--- src/rtl/stack_cmd_frontend.sv ---
// Command front-end for the two-phase LIFO stack: synchronises and debounces the
// raw switches, turns each press into a phase-aligned 2-cycle push/pop and tracks occupancy.
module stack_cmd_frontend #(
  parameter int DEPTH    = 256,
  parameter int DEBOUNCE = 4,
  localparam int CW      = $clog2(DEPTH + 1)
) (
  input  logic          clk,
  input  logic          reset,
  input  logic          push_sw,
  input  logic          pop_sw,
  input  logic [7:0]    data_sw,
  input  logic          clr_err,
  output logic          push,
  output logic          pop,
  output logic [7:0]    data_out,
  output logic [CW-1:0] count,
  output logic          full,
  output logic          empty,
  output logic          err_overflow,
  output logic          err_underflow,
  output logic          busy,
  output logic [1:0]    dbg_state,
  output logic          dbg_phase
);

  localparam int DBW = $clog2(DEBOUNCE) + 1;

  localparam logic [1:0] S_IDLE  = 2'd0;
  localparam logic [1:0] S_HOLD0 = 2'd1;
  localparam logic [1:0] S_HOLD1 = 2'd2;

  // Bit 0 of the switch vectors is push, bit 1 is pop.
  logic [1:0]     sw_s1_q, sw_s2_q, db_q, db_prev_q, pend_q, pend_d, pend_clr, edge_det;
  logic [DBW-1:0] dbc_q [2];
  logic [7:0]     data_s1_q, data_s2_q, data_q, data_d;
  logic [1:0]     state_q, state_d;
  logic           phase_q;
  logic           push_q, push_d, pop_q, pop_d;
  logic [CW-1:0]  count_q, count_d, cnt_now;
  logic           err_ov_q, err_un_q, ov_set, un_set, launch_ok;

  always_ff @(posedge clk) begin
    if (reset) begin
      sw_s1_q   <= '0;
      sw_s2_q   <= '0;
      data_s1_q <= '0;
      data_s2_q <= '0;
      db_q      <= '0;
      db_prev_q <= '0;
      for (int i = 0; i < 2; i++) dbc_q[i] <= '0;
    end else begin
      sw_s1_q   <= {pop_sw, push_sw};
      sw_s2_q   <= sw_s1_q;
      data_s1_q <= data_sw;
      data_s2_q <= data_s1_q;
      db_prev_q <= db_q;
      for (int i = 0; i < 2; i++) begin
        if (sw_s2_q[i] != db_q[i]) begin
          if (dbc_q[i] == DBW'(DEBOUNCE - 1)) begin
            db_q[i]  <= sw_s2_q[i];
            dbc_q[i] <= '0;
          end else begin
            dbc_q[i] <= dbc_q[i] + 1'b1;
          end
        end else begin
          dbc_q[i] <= '0;
        end
      end
    end
  end

  assign edge_det = db_q & ~db_prev_q;

  // Command protocol: push/pop are registered and stay high for exactly two cycles,
  // the first on stack step 0 and the second on step 1. The launch decision is made on
  // a phase-1 cycle (IDLE or HOLD1) so the registered command lands on step 0.
  always_comb begin
    state_d   = state_q;
    push_d    = push_q;
    pop_d     = pop_q;
    data_d    = data_q;
    count_d   = count_q;
    cnt_now   = count_q;
    pend_clr  = '0;
    ov_set    = 1'b0;
    un_set    = 1'b0;
    launch_ok = 1'b0;
    case (state_q)
      S_IDLE:  launch_ok = phase_q;
      S_HOLD0: state_d = S_HOLD1;
      S_HOLD1: begin
        if (push_q)     cnt_now = count_q + 1'b1;
        else if (pop_q) cnt_now = count_q - 1'b1;
        count_d   = cnt_now;
        push_d    = 1'b0;
        pop_d     = 1'b0;
        state_d   = S_IDLE;
        launch_ok = phase_q;
      end
      default: state_d = S_IDLE;
    endcase
    if (launch_ok) begin
      if (pend_q[0]) begin
        pend_clr[0] = 1'b1;
        if (cnt_now == CW'(DEPTH)) begin
          ov_set = 1'b1;
        end else begin
          push_d  = 1'b1;
          data_d  = data_s2_q;
          state_d = S_HOLD0;
        end
      end else if (pend_q[1]) begin
        pend_clr[1] = 1'b1;
        if (cnt_now == '0) begin
          un_set = 1'b1;
        end else begin
          pop_d   = 1'b1;
          state_d = S_HOLD0;
        end
      end
    end
    // A new press in the same cycle as a launch stays pending.
    pend_d = (pend_q & ~pend_clr) | edge_det;
  end

  always_ff @(posedge clk) begin
    if (reset) begin
      state_q  <= S_IDLE;
      phase_q  <= 1'b0;
      push_q   <= 1'b0;
      pop_q    <= 1'b0;
      data_q   <= '0;
      count_q  <= '0;
      pend_q   <= '0;
      err_ov_q <= 1'b0;
      err_un_q <= 1'b0;
    end else begin
      state_q  <= state_d;
      phase_q  <= ~phase_q;
      push_q   <= push_d;
      pop_q    <= pop_d;
      data_q   <= data_d;
      count_q  <= count_d;
      pend_q   <= pend_d;
      err_ov_q <= (err_ov_q & ~clr_err) | ov_set;
      err_un_q <= (err_un_q & ~clr_err) | un_set;
    end
  end

  assign push          = push_q;
  assign pop           = pop_q;
  assign data_out      = data_q;
  assign count         = count_q;
  assign full          = (count_q == CW'(DEPTH));
  assign empty         = (count_q == '0);
  assign err_overflow  = err_ov_q;
  assign err_underflow = err_un_q;
  assign busy          = (state_q != S_IDLE);
  assign dbg_state     = state_q;
  assign dbg_phase     = phase_q;

endmodule

--- config.mk ---
export PLATFORM = sky130hd
export DESIGN_NAME = stack_cmd_frontend
export DESIGN_NICKNAME = d
export VERILOG_FILES = /design/src/rtl/stack_cmd_frontend.sv
export SDC_FILE = /design/constraint.sdc
export NUM_CORES = 1
export LEC_CHECK = 0
export ABC_AREA = 0
export CAP_MARGIN = 40
export CORE_MARGIN = 1
export CORE_UTILIZATION = 45
export DETAILED_ROUTE_END_ITERATION = 10
export PLACE_DENSITY = 0.81
export SLEW_MARGIN = 40
export SYNTH_ARGS = -nofsm -noshare
export SYNTH_HDL_FRONTEND = slang
export SYNTH_SLANG_ARGS = --single-unit
--- constraint.sdc ---
create_clock -name clk -period 2.2 [get_ports clk]
set_input_delay 0.44 -clock clk [delete_from_list [all_inputs] [get_ports clk]]
set_output_delay 0.44 -clock clk [all_outputs]
set_load 0.01 [all_outputs]
Yosys cells after proc, flatten, opt, wreduce, memory -nomap -nowiden
Memory sizes are Yosys's and may differ from the RTL's.
Index checks and enable logic that the tools add are counted.
Storage, ports and cells
  RAM bits: 6
  memories kept: 1
  register bits after elaboration: 50
  bits in latches: 0
  bits of input ports: 13
  memory bits (read-only): 0
  output and inout bits: 27
  word-level logic and storage cells: 115
Operators by class
  bitwise logic cells: 18
  shifts and indexed selects: 0
  multipliers: 0
  div/mod/pow operators: 0
  mux-type cells: 60
  equal/unequal tests: 8
  add/subtract/negate cells: 4
  reductions and logical operators: 8
  order comparisons: 0
Memories
  dbc_q: depth 2, bits a word 3, rd ports 2, clocked after memory_dff 0, wr ports 2, line 35  | logic [DBW-1:0] dbc_q [2];
Operators by type and width (number)
  two-way mux 1 bit: 44
  two-way mux 9 bit: 3
  == test 9 bit, second input constant: 2
  logical NOT 9 bit: 2
  two-way mux 3 bit: 6
  two-way mux 2 bit: 6
  adder 9 x 1 -> 9 bit, second input constant: 1
  subtractor 9 x 1 -> 9 bit, second input constant: 1
  OR 1 bit: 8
  adder 3 x 1 -> 3 bit, second input constant: 2
  == test 3 x 2 -> 1 bit, second input constant: 2
  AND 2 bit: 2
  NOT 2 bit: 2
  case mux 2 bit (2 select lines): 1
  AND reduction 2 bit: 2
  NOT 1 bit: 3
  AND reduction 3 bit: 1
  AND 1 bit: 2
  == test 2 x 1 -> 1 bit, second input constant: 1
  == test 2 bit, second input constant: 1
  logical NOT 2 bit: 1
  inequality test 1 bit: 2
  OR 2 bit: 1
  nonzero test 2 bit: 1
  OR reduction 2 bit: 1

Logic depth before layout (Yosys ltp)
  depth after elaboration: 10
  gate-level depth with buffers: 10
  depth with buffers taken out: 9

Worst setup path before layout
No wires, ideal clock.
  kind: reg-to-reg
  start point: reg count_q[3] (netlist: count[3])
  end point: reg push_q (netlist: push)
  period minus slack after synthesis: 2208 ps
  setup slack: -8 ps
  stages on the path, launching flop included: 9
  setup time: 115 ps
  arrival: 2093 ps
  cells stage by stage: dfxtp_1 or3_4 a211o_1 xnor2_1 nor4_2 and4_1 a21oi_1 buf_6 o21ba_1
Between the ends
  cells in the longest elaborated chain, start to end: 8
RTL lines
  start: declaration: line 40  | logic [CW-1:0] count_q, count_d, cnt_now;
  start signal: assignment: line 144  | count_q <= count_d;
  subtractor 9 x 1 -> 9 bit: line 94  | else if (pop_q) cnt_now = count_q - 1'b1;
  two-way mux 9 bit: line 94
  two-way mux 9 bit: line 93  | if (push_q) cnt_now = count_q + 1'b1;
  two-way mux 9 bit *
  == test 9 bit *: line 106  | if (cnt_now == CW'(DEPTH)) begin
  two-way mux 1 bit *: line 106
  two-way mux 1 bit *: line 104  | if (pend_q[0]) begin
  two-way mux 1 bit *: line 103  | if (launch_ok) begin
  end signal: assignment: line 141  | push_q <= push_d;
  end: declaration: line 39  | logic push_q, push_d, pop_q, pop_d;
Mark *: on every way between the ends. The rest lies on a longest branch, timed or not.
A chain may end at the register's enable or synchronous reset.

Final worst setup path
  start point: reg count_q[2] (netlist: count[2])
  end point: reg push_q (netlist: push)
The elaborated chain is that of the path after synthesis.

==> results.json <==
{
  "row_count": 25,
  "insertion_delay_ns": 0.31,
  "cp.required_ns": 2.42,
  "antenna_found_initial": 0,
  "design.core.area_um2": 4850,
  "grt_setup_unrepaired": "yes",
  "arrival_ns": 2.51,
  "peakVddDrop_v": 0.000529,
  "dpl.hpwl_um": 3170,
  "worst_slack_ns": -0.0904,
  "synthToLayoutAreaGrowth_pct": 39.7,
  "initial_core_util_pct": 48.3,
  "p_comb_share_pct": 4.6,
  "wl_um": 4760,
  "syn-mean-instance-area_um2": 10.0,
  "seqPwrFrac_pct": 61.9,
  "cts_root_buf": "clkbuf_8",
  "dr.pass1.iters": 4,
  "reg2regPathDepth": 9,
  "maxCapViolations": 0,
  "tritoncts": "built",
  "grt_max_degree": 24,
  "synth_cell_types": 44,
  "die_w_um": 74.1,
  "pwr-share-clk_pct": 33.6,
  "hold_viol": 0,
  "routabilityCongestion": 0.849,
  "grt_pass1_wl_um": 7820,
  "p_sw_share_pct": 22.2,
  "fin_crit_sh_pct": 104,
  "met3_wirelength_um": 230,
  "p_leak_nw": 1.26,
  "cp-endpoint": "push$_SDFF_PP0_",
  "synth-warning-count": 0,
  "period_minus_slack_ns": 2.29,
  "startpoint_type": "register",
  "dr_total_vias": 1832,
  "htree_num_levels": 2,
  "r2r_start": "count[2]$_SDFF_PP0_",
  "fmax_mhz": 437,
  "drv_slew": 0,
  "route.detailed.drc": 0,
  "worst_setup_hold_path_clk_slew_ns": 0.10,
  "die_area_um2": 5490,
  "nets": 329,
  "synthCells": 233,
  "ant_nets": 0,
  "grt_overflow": 0,
  "setup_viol": 10,
  "drt_iter0_markers": 71,
  "finalClockSkew_ns": 0.0120,
  "critPathMaxFanout": 5,
  "drive_gt1_share_pct": 23.5,
  "maxUsedRoutingLayer": "met4",
  "antennaDiodeCount": 0,
  "failed_checks": "setup timing",
  "routed_via_density": 4.86,
  "cts_inserted_buffers": 5,
  "wl_met1_um": 2080,
  "final_area_um2": 3270,
  "wl_met2_um": 2390,
  "numPortBuffers": 39,
  "pin_count": 40,
  "hp-class": "reg -> reg",
  "netlist_area_um2": 2340,
  "crit_start": "count[2]$_SDFF_PP0_",
  "status": "complete, but fails checks",
  "synth_seq_area_share_pct": 50.5,
  "first_global_vias": 1687,
  "p_int_mw": 1.33,
  "power_density_nw_per_um2": 524,
  "critical_path_class": "reg -> reg",
  "placed_cell_area_um2": 2960,
  "wl_per_cell_um": 12.6,
  "dieHeight_um": 74.1,
  "cts_sinks": 56,
  "r2r-end": "push$_SDFF_PP0_",
  "end_kind": "register",
  "utilization_pct": 67.4,
  "grt_usage_pct": 18.8,
  "worst-r2r-setup-slack_ns": -0.09,
  "p_switching_mw": 0.381,
  "cts.path.max_buffers": 2,
  "ys_seq_elements": 56
}
[Yosys cell counts]
library cell / n / area (µm²)
nor2_1: 20 / 75.1
and2_1: 1 / 6.26
o211ai_1: 1 / 7.51
a21boi_2: 1 / 11.3
xnor2_4: 1 / 27.5
and4_1: 1 / 8.76
nand3_1: 4 / 20.0
buf_6: 1 / 11.3
a211oi_2: 1 / 12.5
xor2_1: 3 / 26.3
a21oi_1: 10 / 50.1
and3b_1: 1 / 8.76
or3_1: 6 / 37.5
mux2i_1: 10 / 100
conb_1: 1 / 3.75
nand3b_1: 3 / 22.5
o21ba_2: 1 / 10.0
nand2b_1: 22 / 138
o21ai_0: 6 / 30.0
a211oi_1: 1 / 7.51
edfxtp_1: 6 / 180
nand4_1: 3 / 18.8
or2_2: 1 / 6.26
a211o_1: 1 / 8.76
buf_2: 1 / 5.00
o311ai_0: 1 / 8.76
nor3b_2: 1 / 12.5
xnor2_1: 4 / 35.0
o21a_1: 1 / 7.51
ha_1: 7 / 87.6
nor3b_1: 1 / 7.51
nor3_1: 1 / 5.00
nor4_2: 1 / 12.5
o22ai_1: 2 / 12.5
inv_1: 8 / 30.0
nand2_1: 8 / 30.0
dfxtp_1: 50 / 1000
or3_4: 1 / 11.3
o32a_1: 1 / 10.0
nor2b_1: 27 / 169
clkbuf_1: 6 / 22.5
nor4_1: 3 / 18.8
or4_1: 2 / 15.0
o21ba_1: 1 / 10.0
[layout make-up]
cell class	instances	area, µm²
multi-input combinational	166	1220
timing repair buffer	72	644
inverter	8	30.0
clock inverter	3	26.3
clock buffer	5	68.8
sequential	56	1190
tap	67	83.8
fill	351	1580
[worst min path at each step]
stage                                  from                 endpoint  cells after the start
floorplan           data_s1_q[0]$_SDFF_PP0_  data_s2_q[0]$_SDFF_PP0_                      1
global placement    data_s1_q[5]$_SDFF_PP0_  data_s2_q[5]$_SDFF_PP0_                      1
detailed placement  data_s1_q[1]$_SDFF_PP0_  data_s2_q[1]$_SDFF_PP0_                      1
CTS                 data_s1_q[1]$_SDFF_PP0_  data_s2_q[1]$_SDFF_PP0_                      1
global route        data_s1_q[0]$_SDFF_PP0_  data_s2_q[0]$_SDFF_PP0_                      1
finish              data_s1_q[0]$_SDFF_PP0_  data_s2_q[0]$_SDFF_PP0_                      1
[cell usage in the layout, fill, tap and decap left out, drive strengths merged, types with 2 or more instances in the layout]
cell type      count
dfxtp             50
clkdlybuf4s50     36
buf               34
nor2b             27
nand2b            22
nor2              20
mux2i             10
a21oi             10
inv               10
nand2              8
or3                7
ha                 7
edfxtp             6
conb               6
clkbuf             6
o21ai              6
xnor2              5
nand3              4
nor4               4
nand4              3
nand3b             3
xor2               3
or4                2
a211oi             2
o22ai              2
nor3b              2
o21ba              2
[per-stage QoR]
stage / setup slack (ns) / hold WS (ns) / cells / TNS (ns) / total power, mW
detailed placement: -0.0990 / 0.422 / 359 / -0.818 / 1.16
CTS: -0.0608 / 0.446 / 376 / -0.432 / 1.73
floorplan: -0.00789 / 0.414 / 238 / -0.00789 / 1.13
finish: -0.0904 / 0.442 / 377 / -0.537 / 1.71
global route: -0.184 / 0.461 / 377 / -1.67 / 1.78
global placement: -0.0493 / 0.418 / 359 / -0.397 / 1.16
[layer usage]
layer  GRT usage, %  up-vias
met5              0        -
met4           6.84        0
met3           4.07        7
met2           30.2       40
met1           25.1      858
li1               -      927
[flip-flops by register name, indices dropped and copies added (netlist names)]
register / cells
count: 9
err_overflow: 1
err_underflow: 1
dbg_phase: 1
dbg_state: 2
dbc_q: 6
pop: 1
db_q: 2
push: 1
data_s1_q: 8
db_prev_q: 2
pend_q: 2
data_s2_q: 8
sw_s1_q: 2
data_out: 8
sw_s2_q: 2
[power groups by stage]
stage	Clock [mW]	Sequential, mW	Combinational, mW
floorplan	0	1.08	0.0449
global placement	0	1.09	0.0763
detailed placement	0	1.09	0.0778
CTS	0.589	1.06	0.0788
global route	0.628	1.06	0.0882
finish	0.575	1.06	0.0783
[kinds of logic (layout without fill, tap and decap cells)]
family | count (synthesis) | count (layout) | synth area share (%)
fa+ha+maj | 7 | 7 | 3.74
other cells | 1 | 6 | 0.160
xor+xnor | 8 | 8 | 3.80
simple gates | 107 | 107 | 26.6
buf+inv | 16 | 88 | 2.94
compound gates | 28 | 28 | 7.97
flops | 56 | 56 | 50.5
mux | 10 | 10 | 4.28
[critical path, stage by stage (launching register included)]
cell and delay [ns]:
dfxtp_2 0.34, or3_4 0.38, buf_4 0.15, a211oi_4 0.22, a21boi_2 0.10, nor4_2 0.33, and4_1 0.27, a21oi_2 0.08
buf_6 0.14, o21ba_1 0.16
[timing repair]
action	in CTS	in global routing
hold buffers	0	0
endpoints found under the setup margin	14	14
gates cloned	1	0
pin swaps	15	9
resized for setup	34	12
setup buffers	8	1
Power figures use the tool's default switching activity.
